File: config.mk
export PLATFORM = sky130hd
export DESIGN_NAME = mt_elastic_pipe_reg
export DESIGN_NICKNAME = d
export VERILOG_FILES = /design/src/rtl/mt_elastic_pipe_reg_pkg.sv /design/src/rtl/mt_pipe_compactor.sv /design/src/rtl/mt_elastic_pipe_reg.sv
export SDC_FILE = /design/constraint.sdc
export NUM_CORES = 1
export LEC_CHECK = 0
export CAP_MARGIN = 0
export CORE_ASPECT_RATIO = 1.5
export CORE_UTILIZATION = 51
export DETAILED_ROUTE_END_ITERATION = 12
export GPL_TIMING_DRIVEN = 0
export PLACE_DENSITY = 0.79
export SETUP_SLACK_MARGIN = 0.15
export SYNTH_ARGS = -nofsm -noshare
export SYNTH_HDL_FRONTEND = slang
export SYNTH_SLANG_ARGS = --single-unit
File: constraint.sdc
create_clock -name clk -period 3 [get_ports clk]
set_input_delay 0.45 -clock clk [delete_from_list [all_inputs] [get_ports clk]]
set_output_delay 0.45 -clock clk [all_outputs]
set_load 0.01 [all_outputs]
File: src/rtl/mt_elastic_pipe_reg_pkg.sv
// rtl/mt_elastic_pipe_reg_pkg.sv - shared thread-id constants and types for the elastic pipe register
package mt_elastic_pipe_reg_pkg;

  // Default hardware thread count of the core.
  localparam int DEF_NUM_THREADS = 2;

  // Thread-id width: at least one bit even for a single-threaded core.
  function automatic int tid_width(input int num_threads);
    return (num_threads > 1) ? $clog2(num_threads) : 1;
  endfunction

  localparam int DEF_TID_W = tid_width(DEF_NUM_THREADS);

  typedef logic [DEF_TID_W-1:0] thread_id_t;

endpackage

File: src/rtl/mt_pipe_compactor.sv
// rtl/mt_pipe_compactor.sv - combinational keep-mask to compacted slot image with optional append
module mt_pipe_compactor #(
  parameter  int DEPTH   = 2,
  parameter  int ENTRY_W = 8,
  localparam int CNT_W   = $clog2(DEPTH + 1)
) (
  input  logic [DEPTH-1:0]              keep,
  input  logic [DEPTH-1:0][ENTRY_W-1:0] entries,
  input  logic                          append,
  input  logic [ENTRY_W-1:0]            append_entry,
  output logic [DEPTH-1:0][ENTRY_W-1:0] packed_entries,
  output logic [CNT_W-1:0]              next_count
);

  // Destination index of every slot: the number of kept slots ahead of it.
  logic [DEPTH-1:0][CNT_W-1:0] pos;
  logic [CNT_W-1:0]            survivors;

  // Prefix count over the keep mask; survivors ends as the total kept.
  always_comb begin : prefix_count
    survivors = '0;
    pos       = '0;
    for (int i = 0; i < DEPTH; i++) begin
      pos[i] = survivors;
      if (keep[i]) begin
        survivors = survivors + CNT_W'(1);
      end
    end
  end

  // Each destination slot picks the single kept source mapped onto it, the
  // appended beat if it lands right after the survivors, or zero otherwise.
  // The parent only appends when a slot is free, so append never overflows.
  always_comb begin : slot_select
    packed_entries = '0;
    for (int j = 0; j < DEPTH; j++) begin
      for (int i = 0; i < DEPTH; i++) begin
        if (keep[i] && (pos[i] == CNT_W'(j))) begin
          packed_entries[j] = entries[i];
        end
      end
      if (append && (survivors == CNT_W'(j))) begin
        packed_entries[j] = append_entry;
      end
    end
  end

  assign next_count = survivors + CNT_W'(append);

endmodule

File: src/rtl/mt_elastic_pipe_reg.sv
// rtl/mt_elastic_pipe_reg.sv - thread-aware elastic stage register with per-thread selective flush
module mt_elastic_pipe_reg
  import mt_elastic_pipe_reg_pkg::*;
#(
  parameter  int DATA_W      = 64,
  parameter  int NUM_THREADS = DEF_NUM_THREADS,
  parameter  int DEPTH       = 2,
  localparam int TID_W       = tid_width(NUM_THREADS),
  localparam int CNT_W       = $clog2(DEPTH + 1)
) (
  input  logic                   clk,
  input  logic                   rst_n,
  input  logic                   in_valid,
  output logic                   in_ready,
  input  logic [TID_W-1:0]       in_tid,
  input  logic [DATA_W-1:0]      in_data,
  output logic                   out_valid,
  input  logic                   out_ready,
  output logic [TID_W-1:0]       out_tid,
  output logic [DATA_W-1:0]      out_data,
  input  logic [NUM_THREADS-1:0] flush_mask,
  output logic [CNT_W-1:0]       count
);

  localparam int ENTRY_W  = TID_W + DATA_W;
  // Flush mask widened to every encodable tid so a tid index is always in range.
  localparam int TID_SPAN = 1 << TID_W;

  if (DEPTH < 1 || DEPTH > 8) begin : g_bad_depth
    $error("mt_elastic_pipe_reg: DEPTH must be within 1..8");
  end

  logic [DEPTH-1:0][ENTRY_W-1:0] slots;
  logic [DEPTH-1:0][ENTRY_W-1:0] slots_next;
  logic [CNT_W-1:0]              count_next;
  logic [TID_SPAN-1:0]           flush_span;
  logic [DEPTH-1:0]              keep;
  logic [TID_W-1:0]              head_tid;
  logic [TID_W-1:0]              slot_tid;
  logic                          pop;
  logic                          accept;
  logic                          append;

  assign flush_span = TID_SPAN'(flush_mask);
  assign head_tid   = slots[0][ENTRY_W-1 -: TID_W];

  // Head is always slot 0; a flushed head is hidden so it cannot handshake.
  assign out_tid   = head_tid;
  assign out_data  = slots[0][DATA_W-1:0];
  assign out_valid = (count != '0) && !flush_span[head_tid];

  // Ready depends only on the registered count, never on out_ready.
  assign in_ready = rst_n && (count < CNT_W'(DEPTH));

  assign pop    = out_valid && out_ready;
  assign accept = in_valid && in_ready;
  // A flushed input still handshakes but is not stored.
  assign append = accept && !flush_span[in_tid];

  // Survivor mask: occupied, not of a flushed thread, and not the popped head.
  always_comb begin : keep_mask
    keep     = '0;
    slot_tid = '0;
    for (int i = 0; i < DEPTH; i++) begin
      slot_tid = slots[i][ENTRY_W-1 -: TID_W];
      keep[i]  = (CNT_W'(i) < count) && !flush_span[slot_tid];
    end
    if (pop) begin
      keep[0] = 1'b0;
    end
  end

  mt_pipe_compactor #(
    .DEPTH   (DEPTH),
    .ENTRY_W (ENTRY_W)
  ) u_compactor (
    .keep           (keep),
    .entries        (slots),
    .append         (append),
    .append_entry   ({in_tid, in_data}),
    .packed_entries (slots_next),
    .next_count     (count_next)
  );

  // Slot and count registers; reset wins over any handshake in the same cycle.
  always_ff @(posedge clk) begin
    if (!rst_n) begin
      slots <= '0;
      count <= '0;
    end else begin
      slots <= slots_next;
      count <= count_next;
    end
  end

  a_count_bound : assert property (@(posedge clk) disable iff (!rst_n)
    count <= CNT_W'(DEPTH));

  for (genvar g = 0; g < DEPTH; g++) begin : g_vacant_check
    a_vacant_zero : assert property (@(posedge clk) disable iff (!rst_n)
      (CNT_W'(g) >= count) |-> (slots[g] == '0));
  end

endmodule

==> results of run 1 <==
[cells by family (layout without fill, tap and decap cells)]
group	Yosys count	in the layout	synth area share
AND/OR/NAND/NOR	208	208	0.140
flip-flops	132	132	0.415
AO/OA/AOI/OAI	261	261	0.295
adder cells (fa/ha/maj)	4	4	0.00903
multiplexers	4	4	0.00726
buffers and inverters	152	322	0.134
[layer usage]
metal | up-vias | track usage
met5 | - | 0
met4 | 0 | 0.126
met3 | 45 | 0.0565
met2 | 279 | 0.530
met1 | 3049 | 0.326
li1 | 3019 | -
[flip-flops by register name, indices dropped and copies added, names as in the netlist]
register,count
slots,64
out_data,64
slot_tid,1
out_tid,1
count,2
[worst register-to-register path: cells and delay by family, from the launching register on]
| family | cells | cell delay, ps |
|---|---|---|
| AOI/OAI and AO/OA | 1 | 150 |
| muxes | 1 | 310 |
| and+or+nand+nor | 4 | 960 |
| adders and majority gates | 1 | 210 |
| DFF | 1 | 360 |
| buffers and inverters | 4 | 660 |
[power by group through the flow]
stage | sequential (W) | clock (W) | combinational (W)
finish | 0.00179 | 0.00212 | 0.000412
global route | 0.00179 | 0.00220 | 0.000441
CTS | 0.00179 | 0.00213 | 0.000408
detailed placement | 0.00183 | 0 | 0.000400
global placement | 0.00183 | 0 | 0.000395
floorplan | 0.00182 | 0 | 0.000192
[final timing paths]
check | end
min reg2reg | slots[119]$_SDFFE_PN0P_
max reg2reg | out_data[41]$_SDFFE_PN0P_
max | out_data[41]$_SDFFE_PN0P_
min | slots[119]$_SDFFE_PN0P_
[area by class of cell]
| type | instances | area share |
|---|---|---|
| multi-input combinational | 477 | 0.334 |
| sequential | 132 | 0.306 |
| timing repair buffer | 138 | 0.160 |
| buffer | 150 | 0.108 |
| clock buffer | 23 | 0.0553 |
| tap | 153 | 0.0222 |
| clock inverter | 9 | 0.0146 |
| inverter | 2 | 0.000869 |
[metrics by stage]
stage	utilization	TNS [ps]	hold WS, ps	area [µm²]
finish	0.715	0	473	8640
global route	0.715	0	495	8640
CTS	0.714	0	475	8620
detailed placement	0.658	-98840	468	7950
global placement	0.658	-92040	461	7950
floorplan	-	0	455	6370
[Yosys cell counts, types with 2 or more instances]
| library cell | count |
|---|---|
| a21boi_0 | 65 |
| a31oi_1 | 65 |
| and2_1 | 3 |
| buf_1 | 6 |
| buf_4 | 64 |
| buf_6 | 6 |
| clkbuf_1 | 73 |
| dfxtp_1 | 132 |
| ha_1 | 3 |
| inv_1 | 2 |
| mux2i_1 | 2 |
| nand2_1 | 130 |
| nand3_1 | 65 |
| nor2_1 | 3 |
| o211ai_1 | 65 |
| o31ai_1 | 65 |
| or3_1 | 2 |
[timing repair]
item / CTS / global route
setup endpoints to repair: 130 / 90
resized for setup: 50 / 9
pin swaps: 0 / 0
==> run metrics, run 1 <==
Clock Power Share=0.491; Setup Fix Bufs, Post-CTS=0; crit path max-delay cell type=dfxtp_2; Seq pwr share=0.414; Fillers=950; Skew-Pair Late Insertion Delay=410 ps; Top Layer Used=met4; critical path peak fanout=11; Psw=slightly below 0.001 W; sequential area share after synthesis=0.415; die width=93.3 µm; final setup margin=276 ps; power per cell area=501 mW/mm²; post-synth cell types=27; Switching Share=0.224; WL per Instance=17.2 µm; layout cells sized above 1=0.155; post-DP HPWL=13.0 mm; metal3 WL=1.19 mm; Internal Power=0.00336 W; r2r setup slk=280 ps; WS Path Type=flip-flop to flip-flop; area delta synth->final=35.6%; drt initial violations=371; cts hold-fix bufs=0; H-tree levels=4; R2R depth=11; endpoint class of the critical path=flip-flop; IO Pins=140; Post-synth EDFFs=0; final worst path period share=0.908; clock tree from TritonCTS=yes; area share of the largest cell type after synthesis=0.415; DRC viols=0; most common cell after layout, fill and taps aside=clkdlybuf4s50_1; Die H=139 µm; Setup crit start=out_tid$_SDFFE_PN0P_; Placer Congestion=0.863; dominant synthesized flop cell=dfxtp_1; area of the mapped netlist=0.00637 mm²; crit path cell chain=mux2_4 > or3_1 > buf_2 > clkbuf_8 > ha_1 > nand4b_1 > nor2_1 > or3_4 > buf_6 > buf_6 > a31oi_1; Clock Sinks=approximately 130; Max stage delay on crit path=360 ps; FP Rows=49; max capacitance violation total=0; met2 WL=9.83 mm; Worst Max-Slew Pin Slew=around 570 ps; Synthesized Nets=836; placed insts=around 1.1k; pre-CTS setup slack=-918 ps; largest cells by area after synthesis=dfxtp_1 (41%), a21boi_0 (7.7%), nand2_1 (7.7%); first-pass GRT wire length=30.6 mm; Async SR Flop Fraction=0; largest net degree at the start of global routing=17; Leakage=2.98 nW; area of the multi-input gates=0.00288 mm²; reg-to-reg startpoint=out_tid$_SDFFE_PN0P_; RSZ-0062 raised after global routing=no; worst hold start=slots[119]$_SDFFE_PN0P_; vias per cell=5.90; CTS clk-pin slew, worst paths=60 ps; relative slew slack=0.617; Worst EP arrival=3060 ps; Max Freq=0.367 GHz; HP Class=flip-flop to flip-flop; Required @ worst endpoint=3340 ps; Yosys reg bits=132; GRT overflow=0; WP depth=11; Setup violations, final=0; final clock skew=9.35 ps; # diodes=0; CP startpoint kind=flip-flop; Bufs on Longest Clock Path=2; Port Buf Inserts=between 100 and 150; initial antenna violation count=0; CTS Buf Count=17; met1 wire length=around 7 mm; run status=finished clean; Tmin final=~2700 ps; GR Util All Layers=0.293; Initial Util=0.528; cell mode on critical path=buf_6; detailed-router iteration count before antenna repair=5; die area=0.0130 mm²; Max Slew Vio Count=0; number of global-route vias before repair=about 6.4k; Synth area leader=dfxtp_1; clk root buf=clkbuf_16; Final Hold Vio Count=0; synth warn=0; Register Area=0.00264 mm²; Pwr Total=0.00433 W; WP buf/inv=4; Mean Syn Cell Area=8.38 µm²; Worst VDD drop=about 0.44 mV; nets=993; combinational share of power=0.095; area of the core=between 0.01 and 0.015 mm²; Worst Hold Depth=2; ANT nets after route=0; commonest cells after routing, fill and taps aside=clkdlybuf4s50_1 (136), dfxtp_1 (131), nand2_1 (130); via count=6392; Cells after Synth=about 760; total routed wirelength=around 19 mm; fin cells=1084; Largest delay share family, worst path=simple AND/OR/NAND/NOR gates
(Power assumes the default switching activity.)
==> run 2: changes to the inputs <==
--- a/config.mk
+++ b/config.mk
@@ -15,3 +15,4 @@
 export SYNTH_ARGS = -nofsm -noshare
 export SYNTH_HDL_FRONTEND = slang
 export SYNTH_SLANG_ARGS = --single-unit
+export TNS_END_PERCENT = 50
==> results of run 2 <==
Same layout as run 1: the final DEF is identical, and so are final timing and power.
==> RTL change 1: new RTL, settings of run 2 <==
Make the reset (`rst_n`) asynchronous in one clocked block.
--- a/src/rtl/mt_elastic_pipe_reg.sv
+++ b/src/rtl/mt_elastic_pipe_reg.sv
@@ -84,5 +84,5 @@
 
   // Slot and count registers; reset wins over any handshake in the same cycle.
-  always_ff @(posedge clk) begin
+  always_ff @(posedge clk or negedge rst_n) begin
     if (!rst_n) begin
       slots <= '0;
Check against the original RTL: differs if rst_n is asserted again (counterexample within 4 cycles, from zero or initial values and one cycle with rst_n low); with rst_n held inactive, the same outputs for 10 cycles.
==> RTL change 1 against run 2 <==
- non-clock buffer count is 35 lower
- setup slack better by 0.057 ns
- wire length is 12% lower
- fmax is 2.2% higher
- sequential cell count stayed put
- total power is 3.8% higher
- design area is 6.8% higher
- synthesized area is 9.0% higher
- hold slack worse by 0.46 ns
- die area is 8.8% higher
- global-route usage is 4.7 points lower
- combinational power is 7.8% higher
- largest cell class is now flip-flops and latches
- highest routed layer unchanged
==> RTL change 1: results (changes against run 2) <==
Status = finished, final reports clean
Routed vias = 5237 (-18%)
Area share of fa/ha/maj cells after synthesis = 0.8288% (-0.074 points)
Sequential area share after synthesis = 47.57% (+6.1 points)
Vias in the first global route = 5733 (-11%)
Reg2Reg Setup Slack = 0.37 ns (+0.09 ns)
Unique masters post-synth = 18 (-33%)
Synth async-reset ratio = 100.0% (+100 points)
Post-synth top cells = 133 x mux2i_1, 132 x dfrtp_1, 72 x buf_4
Worst slew pin tran = 0.6213 ns (+0.04721 ns)
GR Util met2 = 44.82% (-8.2 points)
Critical Path Sink = slots[120]
Crit path max fanout = 10 (-1)
Met2 wire length = 9.041 mm (-8.0%)
Total wire length = 16.46 mm (-12%)
Worst reg-to-reg path cell count = 9 (-2)
Port buffer count = 139 (+0.72%)
FF-to-FF Start = out_tid
Hold Slack = 0.01608 ns (-0.4570 ns)
Final Skew = 0.007219 ns (-0.002134 ns)
Met3 wire len = 675 µm (-43%)
Layout cells sized above 1 = 16.36% (+0.90 points)
Mean number of vias per cell = 5.322 (-9.7%)
Yosys warns = 0 (unchanged)
Slowest-stage cell, CP = clkdlybuf4s50_1
Met1 Track Usage GR = 28.39% (-4.2 points)
Gate Count Post-Synth = 653 (-14%)
F_max = 375.0 MHz (+2.2%)
Mapped Nets = 728 (-13%)
Cell total after placement = 952 (-9.5%)
Total Nets Final = 887 (-11%)
Max VDD drop = 346.4 µV (-21%)
First-pass GRT wire length = 27.95 mm (-8.6%)
Pleak = 5.141 nW (+72%)
Tot GR Track Use = 24.54% (-4.7 points)
Metal-1 WL = 6.407 mm (-9.2%)
Drt pass-1 iters = 4 (-1)
Compound-Gate Fraction of Synth Area = 8.198% (-21 points)
Hold Path Class = in2async
CTS resizes = 4 (-92%)
Fillers = 963 (+1.4%)
DP Area = 8563 µm² (+7.8%)
Synth Flop Type = dfrtp_1
Reg2Reg Capture Point = slots[120]
Dpl hpwl = 11.46 mm (-12%)
Multiplexer share of the synthesized area = 19.17% (+18 points)
1st-iter DRT viols = 227 (-39%)
Core Util, Final = 70.20% (-1.3 points)
Switching share of power = 22.67% (+0.26 points)
DP Worst Slack = -0.5093 ns (+0.4086 ns)
Critical Path Start = flush_mask[1]
GP Congestion = 0.8144 (-5.6%)
Largest cells by area after synthesis = dfrtp_1 48%, mux2i_1 19%, a41oi_1 8.2%
Largest stage delay, worst path = 0.47 ns (+0.11 ns)
Met3 usage = 3.950% (-1.7 points)
Largest net degree at the start of global routing = 69 (+52)
Delay-heaviest family, CP = buffers and inverters
Post-Synth XOR/XNOR Area = 0% (unchanged)
RTL change 1: cell types whose count changed after synthesis, sizes merged, moves of 64 or more:
cell	change
a41oi	+65
nand3	-65
mux2i	+131
o211ai	-65
a31oi	-65
dfxtp	-132
o31ai	-65
inv	+64
a21boi	-65
and2	+64
dfrtp	+132
nand2	-65
RTL change 1: area by class of cell:
| type | count | area share, % |
|---|---|---|
| Buffer | 113 | 8.136 |
| Clock buffer | 19 | 4.908 |
| Clock inverter | 13 | 1.966 |
| Inverter | 66 | 2.685 |
| Multi-Input combinational cell | 342 | 28.96 |
| Sequential cell | 132 | 35.80 |
| Tap cell | 159 | 2.156 |
| Timing Repair Buffer | 140 | 15.39 |
RTL change 1: power by group through the flow:
stage	Clock, W	Combinational, W	Sequential, W
floorplan	0	0.000198	0.00186
finish	0.00221	0.000444	0.00183
global placement	0	0.000433	0.00186
detailed placement	0	0.000444	0.00186
CTS	0.00223	0.000447	0.00183
global route	0.00231	0.000482	0.00184
==> RTL change 2: new RTL, settings of run 2 <==
Made on the original files. Change the parameter `DATA_W` from 64 to 32.
--- a/src/rtl/mt_elastic_pipe_reg.sv
+++ b/src/rtl/mt_elastic_pipe_reg.sv
@@ -3,5 +3,5 @@
   import mt_elastic_pipe_reg_pkg::*;
 #(
-  parameter  int DATA_W      = 64,
+  parameter  int DATA_W      = 32,
   parameter  int NUM_THREADS = DEF_NUM_THREADS,
   parameter  int DEPTH       = 2,
Ports: changed (resized in_data and out_data); port bits go from 140 to 76. The function was not compared with the original's and may differ.
==> RTL change 2 against run 2 <==
- wire length fell by 53%
- design area fell by 48%
- setup slack got worse by 0.038 ns
- total power fell by 57%
- hold slack improved by 0.0041 ns
- critical endpoint is now out_data[15]
- sequential share of layout area fell by 0.13 points
- sequential cell count fell by 64
- largest power group is now sequential cells
- synthesized area fell by 47%
==> RTL change 2: results (changes against run 2) <==
Tot GR Track Use = 27.18% (-2.1 points)
Fillers = 530 (-44%)
Status = finished, final reports clean
Non-clock buffer share = 27.39% (+0.67 points)
Bufs w/o clock = 152 (-47%)
Comb_multi_in = 253 (-47%)
Total Nets Final = 529 (-47%)
Largest cells by area after synthesis = dfxtp_1 40%, a21boi_0 7.4%, nand2_1 7.4%
Drt pass-1 iters = 4 (-1)
Clock slew at the register clock pins of the worst setup and hold paths = 0.08 ns (+0.02 ns)
Critical Path Start = flush_mask[0]
# clk buffers = 13 (-43%)
Largest net degree at the start of global routing = 12 (-5)
Dpl hpwl = 6.214 mm (-52%)
Mapped Area = 3367 µm² (-47%)
Multi-input gate area = 1599 µm² (-45%)
Routed vias = 3187 (-50%)
Vias in the first global route = 3068 (-52%)
Sequential area share after synthesis = 40.43% (-1.0 points)
Mapped Nets = 441 (-47%)
H-tree depth = 3 (-1)
CTS root buf = clkbuf_8
GR Util met2 = 47.74% (-5.2 points)
Met1 Track Usage GR = 31.17% (-1.5 points)
GP Congestion = 0.8579 (-0.60%)
Area Growth Syn to Fin = 33.07%
DP Worst Slack = -0.9104 ns (+0.007390 ns)
Register area = 1365 µm² (-48%)
DP Area = 4200 µm² (-47%)
Area share of fa/ha/maj cells after synthesis = 1.709% (+0.81 points)
Slowest-stage cell, CP = or3_1
Hold_sp = slots[63]
Worst Path Arrival = 3.03 ns (-0.03 ns)
Met3 usage = 5.743% (+0.096 points)
Unique masters post-synth = 28 (+3.7%)
Clk tree area frac = 4.217% (-2.8 points)
Post-synth top cells = 68 x dfxtp_1, 66 x nand2_1, 34 x clkbuf_1
Pleak = 1.542 nW (-48%)
Port buffer count = 74 (-46%)
==> RTL change 2: cell count changes in the layout (fill, tap and decap cells not counted), moves of 8 or more <==
cell	run 2	this run
clkbuf_1	43	20
a31oi_1	65	31
clkdlybuf4s50_1	136	72
buf_4	64	38
clkbuf_16	17	0
nand3_1	65	33
o31ai_1	64	30
a21boi_0	64	33
clkbuf_8	4	12
dfxtp_1	131	67
clkbuf_4	9	0
clkbuf_2	22	9
nand2_1	130	66
o211ai_1	65	33
==> RTL change 2: stage by stage <==
stage          power [W]  utilization (%)
2_1_floorplan   0.001043                -
3_3_place_gp    0.001150            67.07
3_5_place_dp    0.001153            67.07
4_1_cts         0.001864            70.59
5_1_grt         0.001928            71.55
6_report        0.001862            71.55
==> RTL change 2: kinds of logic (layout without fill, tap and decap cells) <==
family / Yosys count / in the layout
AO/OA/AOI/OAI: 133 / 133
multiplexers: 4 / 4
flip-flops: 68 / 68
buffers and inverters: 77 / 170
adder cells (fa/ha/maj): 4 / 4
AND/OR/NAND/NOR: 112 / 112
==> RTL change 2: timing repair <==
item                                    CTS  global route
resized for setup                        13            27
hold buffers                              0             0
pin swaps                                 0             1
endpoints found under the setup margin   66            61
buffers inserted                          2             3
==> RTL change 2: power breakdown <==
part	switching [W]	internal, W
Sequential	0.00000715	0.000914
Combinational	0.000106	0.000116
Clock	0.000352	0.000367
==> RTL change 2: worst paths after layout <==
path,end,slack [ns],cells past startpoint
worst max-delay path,out_data[15],0.24,13
worst min-delay path,slots[63],0.48,2
worst max register to register,out_data[15],0.25,12
worst min register to register,slots[63],0.48,2
==> RTL change 2: per-layer routing <==
layer,wire [µm],vias up
li1,-,1588
met1,3631,1505
met2,4616,85
met3,406,9
met4,133,0
met5,0,-
